$ cat src/rtl/shift_pkg.sv
// Shared definitions for the bidirectional shift register and its serial collector.
package shift_pkg;

    // Default word width shared by the shift register and the collector.
    localparam int SHIFT_N = 4;

    // Direction encoding matches the shift register's dir input.
    localparam logic DIR_LEFT  = 1'b0;   // producer shifts left, bits arrive MSB-first
    localparam logic DIR_RIGHT = 1'b1;   // producer shifts right, bits arrive LSB-first

    // Collector state: IDLE means no partial word (cnt == 0).
    typedef enum logic {
        IDLE    = 1'b0,
        COLLECT = 1'b1
    } col_state_t;

endpackage : shift_pkg

$ cat src/rtl/shift_collect_obuf.sv
// One-entry valid/ready holding register for completed words, with a sticky
// overrun flag raised whenever a completed word finds the buffer occupied.
module shift_collect_obuf
    import shift_pkg::*;
#(
    parameter int N = SHIFT_N
) (
    input  logic         clock,
    input  logic         resetn,
    input  logic         clear,
    input  logic         push,
    input  logic [N-1:0] push_data,
    input  logic         out_ready,
    output logic         out_valid,
    output logic [N-1:0] out_data,
    output logic         overrun
);

    logic         valid_r;
    logic [N-1:0] data_r;
    logic         over_r;

    logic         valid_s;
    logic [N-1:0] data_s;
    logic         over_s;
    logic         pop_s;

    // Next-state logic: clear wins, then push (accepted if empty or draining), then pop.
    always_comb begin
        pop_s   = valid_r && out_ready;
        valid_s = valid_r;
        data_s  = data_r;
        over_s  = over_r;
        if (clear) begin
            valid_s = 1'b0;
            over_s  = 1'b0;
        end else if (push) begin
            if (!valid_r || pop_s) begin
                valid_s = 1'b1;
                data_s  = push_data;
            end else begin
                over_s  = 1'b1;
            end
        end else if (pop_s) begin
            valid_s = 1'b0;
        end else begin
            valid_s = valid_r;
        end
    end

    // Buffer state registers with asynchronous reset.
    always_ff @(posedge clock or negedge resetn) begin
        if (!resetn) begin
            valid_r <= 1'b0;
            data_r  <= {N{1'b0}};
            over_r  <= 1'b0;
        end else begin
            valid_r <= valid_s;
            data_r  <= data_s;
            over_r  <= over_s;
        end
    end

    assign out_valid = valid_r;
    assign out_data  = data_r;
    assign overrun   = over_r;

endmodule : shift_collect_obuf

$ cat src/rtl/shift_collect.sv
// Serial-to-parallel collector: reassembles N-bit words from the serial output
// of the bidirectional shift register, in the order the bits were shifted out.
// The direction is latched on the first bit of each word. Requires N >= 2 and
// 2**CW >= N.
module shift_collect
    import shift_pkg::*;
#(
    parameter int N  = SHIFT_N,
    parameter int CW = 3
) (
    input  logic         clock,
    input  logic         resetn,
    input  logic         clear,
    input  logic         en,
    input  logic         din,
    input  logic         dir,
    input  logic         out_ready,
    output logic         out_valid,
    output logic [N-1:0] out_data,
    output logic         overrun,
    output logic         busy
);

    localparam logic [CW-1:0] LAST_CNT = CW'(N - 1);

    col_state_t    state_r;
    col_state_t    state_s;
    logic [CW-1:0] cnt_r;
    logic [CW-1:0] cnt_s;
    logic [N-1:0]  acc_r;
    logic [N-1:0]  acc_s;
    logic          word_dir_r;
    logic          word_dir_s;

    logic          eff_dir_s;
    logic [N-1:0]  shifted_s;
    logic          complete_s;

    // Insert one serial bit into the accumulator on the side matching the direction.
    function automatic logic [N-1:0] shift_in(input logic [N-1:0] a,
                                              input logic         b,
                                              input logic         d);
        if (d == DIR_RIGHT) begin
            return {b, a[N-1:1]};
        end else begin
            return {a[N-2:0], b};
        end
    endfunction

    // Accumulator/counter state register with asynchronous reset.
    always_ff @(posedge clock or negedge resetn) begin
        if (!resetn) begin
            state_r    <= IDLE;
            cnt_r      <= {CW{1'b0}};
            acc_r      <= {N{1'b0}};
            word_dir_r <= DIR_LEFT;
        end else begin
            state_r    <= state_s;
            cnt_r      <= cnt_s;
            acc_r      <= acc_s;
            word_dir_r <= word_dir_s;
        end
    end

    // Next-state logic: first bit in IDLE latches dir; the bit at cnt==N-1 completes the word.
    always_comb begin
        state_s    = state_r;
        cnt_s      = cnt_r;
        acc_s      = acc_r;
        word_dir_s = word_dir_r;
        complete_s = 1'b0;
        eff_dir_s  = (state_r == IDLE) ? dir : word_dir_r;
        shifted_s  = shift_in(acc_r, din, eff_dir_s);
        if (clear) begin
            state_s = IDLE;
            cnt_s   = {CW{1'b0}};
            acc_s   = {N{1'b0}};
        end else if (en) begin
            acc_s      = shifted_s;
            word_dir_s = eff_dir_s;
            case (state_r)
                IDLE: begin
                    cnt_s   = {{(CW-1){1'b0}}, 1'b1};
                    state_s = COLLECT;
                end
                COLLECT: begin
                    if (cnt_r == LAST_CNT) begin
                        cnt_s      = {CW{1'b0}};
                        state_s    = IDLE;
                        complete_s = 1'b1;
                    end else begin
                        cnt_s      = cnt_r + {{(CW-1){1'b0}}, 1'b1};
                    end
                end
                default: begin
                    state_s = IDLE;
                    cnt_s   = {CW{1'b0}};
                end
            endcase
        end else begin
            state_s = state_r;
        end
    end

    assign busy = (state_r == COLLECT);

    shift_collect_obuf #(
        .N (N)
    ) u_obuf (
        .clock     (clock),
        .resetn    (resetn),
        .clear     (clear),
        .push      (complete_s),
        .push_data (shifted_s),
        .out_ready (out_ready),
        .out_valid (out_valid),
        .out_data  (out_data),
        .overrun   (overrun)
    );

endmodule : shift_collect

$ cat config.mk
export PLATFORM = sky130hd
export DESIGN_NAME = shift_collect
export DESIGN_NICKNAME = d
export VERILOG_FILES = /design/src/rtl/shift_pkg.sv /design/src/rtl/shift_collect_obuf.sv /design/src/rtl/shift_collect.sv
export SDC_FILE = /design/constraint.sdc
export NUM_CORES = 1
export LEC_CHECK = 0
export BUFFER_PORTS_ARGS = -buffer_cell sky130_fd_sc_hd__buf_2
export CAP_MARGIN = 20
export CORE_MARGIN = 2
export CORE_UTILIZATION = 53
export DETAILED_ROUTE_END_ITERATION = 8
export GPL_TIMING_DRIVEN = 0
export PLACE_DENSITY = 0.77
export SYNTH_ARGS = -nofsm -noshare
export SYNTH_HDL_FRONTEND = slang
export SYNTH_HIERARCHICAL = 1
export SYNTH_SLANG_ARGS = --single-unit
$ cat constraint.sdc
create_clock -name clock -period 5.4 [get_ports clock]
set_clock_uncertainty 0.2 [all_clocks]
set_input_delay 1.08 -clock clock [delete_from_list [all_inputs] [get_ports clock]]
set_output_delay 1.08 -clock clock [all_outputs]
set_load 0.005 [all_outputs]
==> qor.yml <==
status:
  status: "finished, final reports clean"
cts:
  cts_sinks: 15
  cts_buffer_depth: 2
  worstSkewPairLatency_ps: 280
  cts-root-buf: "clkbuf_4"
  cts_tree: "built"
  cts_resized: 0
  h-tree-depth: 1
  hold_buffers: 0
  cts_inserted_buffers: 3
  cts.clk_slew.worst_paths_ps: 100
  post_cts_buffers: 0
setup_path:
  slowest_stage: "nor4b_1"
  cp-start-kind: "input pin"
  ff2ff_setup_slack_ps: 3050
  worst-setup-path-type: "in -> reg"
  slowest_delay_ps: 560
  crit_chain: "buf_2, clkbuf_1, nor4b_1, nor3b_4, mux2_2"
  worst-path-max-fanout: 10
  endpoint_kind: "flip-flop"
  cp.required_ps: 5370
  critical_path_arrival_ps: 2720
synthesis:
  synth-xor-area-share_pct: 0
  syn_nets: 70
  ys_warn_count: 6
  synth_top_family_by_area: "simple AND/OR/NAND/NOR gates"
  synthArstFlopShare_pct: 100
  synthSimpleGateAreaFrac_pct: 18.3
  syn_area_sq_um: 706
  syn_area_per_cell_sq_um: 11.4
  synthCells: 62
  synth.area.mux_share_pct: 14.2
  synthAdderAreaFrac_pct: 1.77
  synth_edf_count: 0
  ys.flop_type: "dfrtp_1"
  synth_cell_types: 22
  yosysSeqAreaShare_pct: 53.2
  synth_seq_cells: 15
  synth-compound-area-share_pct: 10.5
sta:
  drv_slew: 0
  hold_violations: 0
  finalSetupTns_ps: 0
  max_freq_ghz: 0.364
  finalSetupViolations: 0
  min_period_ps: 2750
  rsz0062_at_grt: "no"
  fin_crit_sh_pct: 50.9
  max_slew_margin_pct: 62.5
  hold_slack_ps: 294
  worst_pin_slew_ps: 555
detailed_routing:
  num_vias: 500
  drt_first_pass_iters: 2
  ant_nets: 0
  vias_per_cell: 5.32
  drc: 0
  drt_iter0_drc: 6
  wl_um: 1230
  wire_per_inst_um: 13.1
layout:
  area_delta_synth_final_pct: 15.8
  drive_above_1_share_pct: 34.2
  mostFrequentLayoutCells: "dfrtp_1 (15), buf_2 (13), nor2_1 (12)"
  antenna_cells: 0
  nets: 88
  final_common_cell: "dfrtp_1"
floorplanning:
  die_area_sq_um: 1640
  io_pins: 14
  rows: 13
  die_x_um: 40.5
  die_h_um: 40.5
  start_util_pct: 55.6
  fp.coreArea_sq_um: 1270
power_and_ir_drop:
  sw_frac_of_total_pct: 26.2
  leakage_nw: 0.428
  power_frac_comb_pct: 11.6
  p_switching_w: 0.0000554
  power_frac_seq_pct: 57.2
  ir_drop_v: 0.000179
  cellPowerDensity_nw_per_um2: 259
  p_clk_share_pct: 31.2
  internal_power_w: 0.000156
placement:
  port_buffers: 13
  gp_congestion: 0.721
  dp_hpwl_um: 921
grt:
  track_usage_pct: 18.5
  grt_pass1_vias: 450
  grt_pass1_wl_um: 1930
  antenna_found_initial: 0
  grt_max_degree: 16
  overflow: 0
flow_run:
  drv_cap: 0
min_path:
  min-delay-path-class: "reg -> reg"
[routing by layer]
metal | share of wire (%) | global-route usage [%]
met1 | 44 | 22.5
met4 | 0.81 | 7.50
met2 | 50 | 30.6
met3 | 5.0 | 5.00
met5 | 0 | 0
[power by group through the flow]
stage | clock (W) | sequential [W] | combinational, W
after CTS | 0.0000666 | 0.000121 | 0.0000250
final | 0.0000659 | 0.000121 | 0.0000246
after global routing | 0.0000720 | 0.000122 | 0.0000281
after global placement | 0 | 0.000123 | 0.0000243
after floorplan | 0 | 0.000122 | 0.0000158
after detailed placement | 0 | 0.000123 | 0.0000249
[worst max-delay path: cells and delay by family]
kind | cells | cell delay, ps
AND/OR/NAND/NOR | 2 | 940
buffers and inverters | 2 | 330
multiplexers | 1 | 370
[final cells by class]
cell class              count  area [sq um]
plain buffers               2          7.51
inverters                   2          7.51
multi-input cells          43           315
repair buffers             13          65.1
clock buffers               3          22.5
well taps                  15          18.8
fillers                   103           452
clock inverters             1          5.00
flip-flops and latches     15           375
[flip-flops by register name, summed over array words and instances (netlist names)]
register / flops
acc_r: 4
busy: 1
word_dir_r: 1
u_obuf/out_data: 4
u_obuf/overrun: 1
u_obuf/out_valid: 1
cnt_r: 3
[kinds of logic after synthesis]
logic type      after synthesis
simple gates                 22
flops                        15
compound gates               11
mux                           9
buf+inv                       4
fa+ha+maj                     1
[cells in the mapped netlist, types with 2 or more instances]
| cell type | instances | area [sq um] |
|---|---|---|
| a21oi_1 | 2 | 10.0 |
| nand2_1 | 2 | 7.51 |
| nor2_1 | 12 | 45.0 |
| mux2_2 | 8 | 90.1 |
| o21ai_0 | 2 | 10.0 |
| inv_1 | 2 | 7.51 |
| o21a_1 | 4 | 30.0 |
| dfrtp_1 | 15 | 375 |
| clkbuf_1 | 2 | 7.51 |
[through the flow]
stage                     instance area, sq um  power, W  util [%]  instances  worst slack (ps)
after detailed placement                   790  0.000148      62.2         90              2340
after global routing                       817  0.000222      64.4         94              2510
after CTS                                  817  0.000212      64.4         94              2640
after floorplan                            706  0.000138         -         62              2740
after global placement                     790  0.000147      62.2         90              2340
final                                      817  0.000211      64.4         94              2650
[final timing paths]
check | startpoint | to | cells after the start
max | clear | u_obuf/out_data[1] | 5
min | word_dir_r | word_dir_r | 2
max reg2reg | cnt_r[0] | u_obuf/out_data[1] | 5
min reg2reg | word_dir_r | word_dir_r | 2
max in group asynchronous | resetn | u_obuf/out_data[1] | 1
min in group asynchronous | resetn | busy | 1
Note: power is estimated with default switching activity, not from simulation.
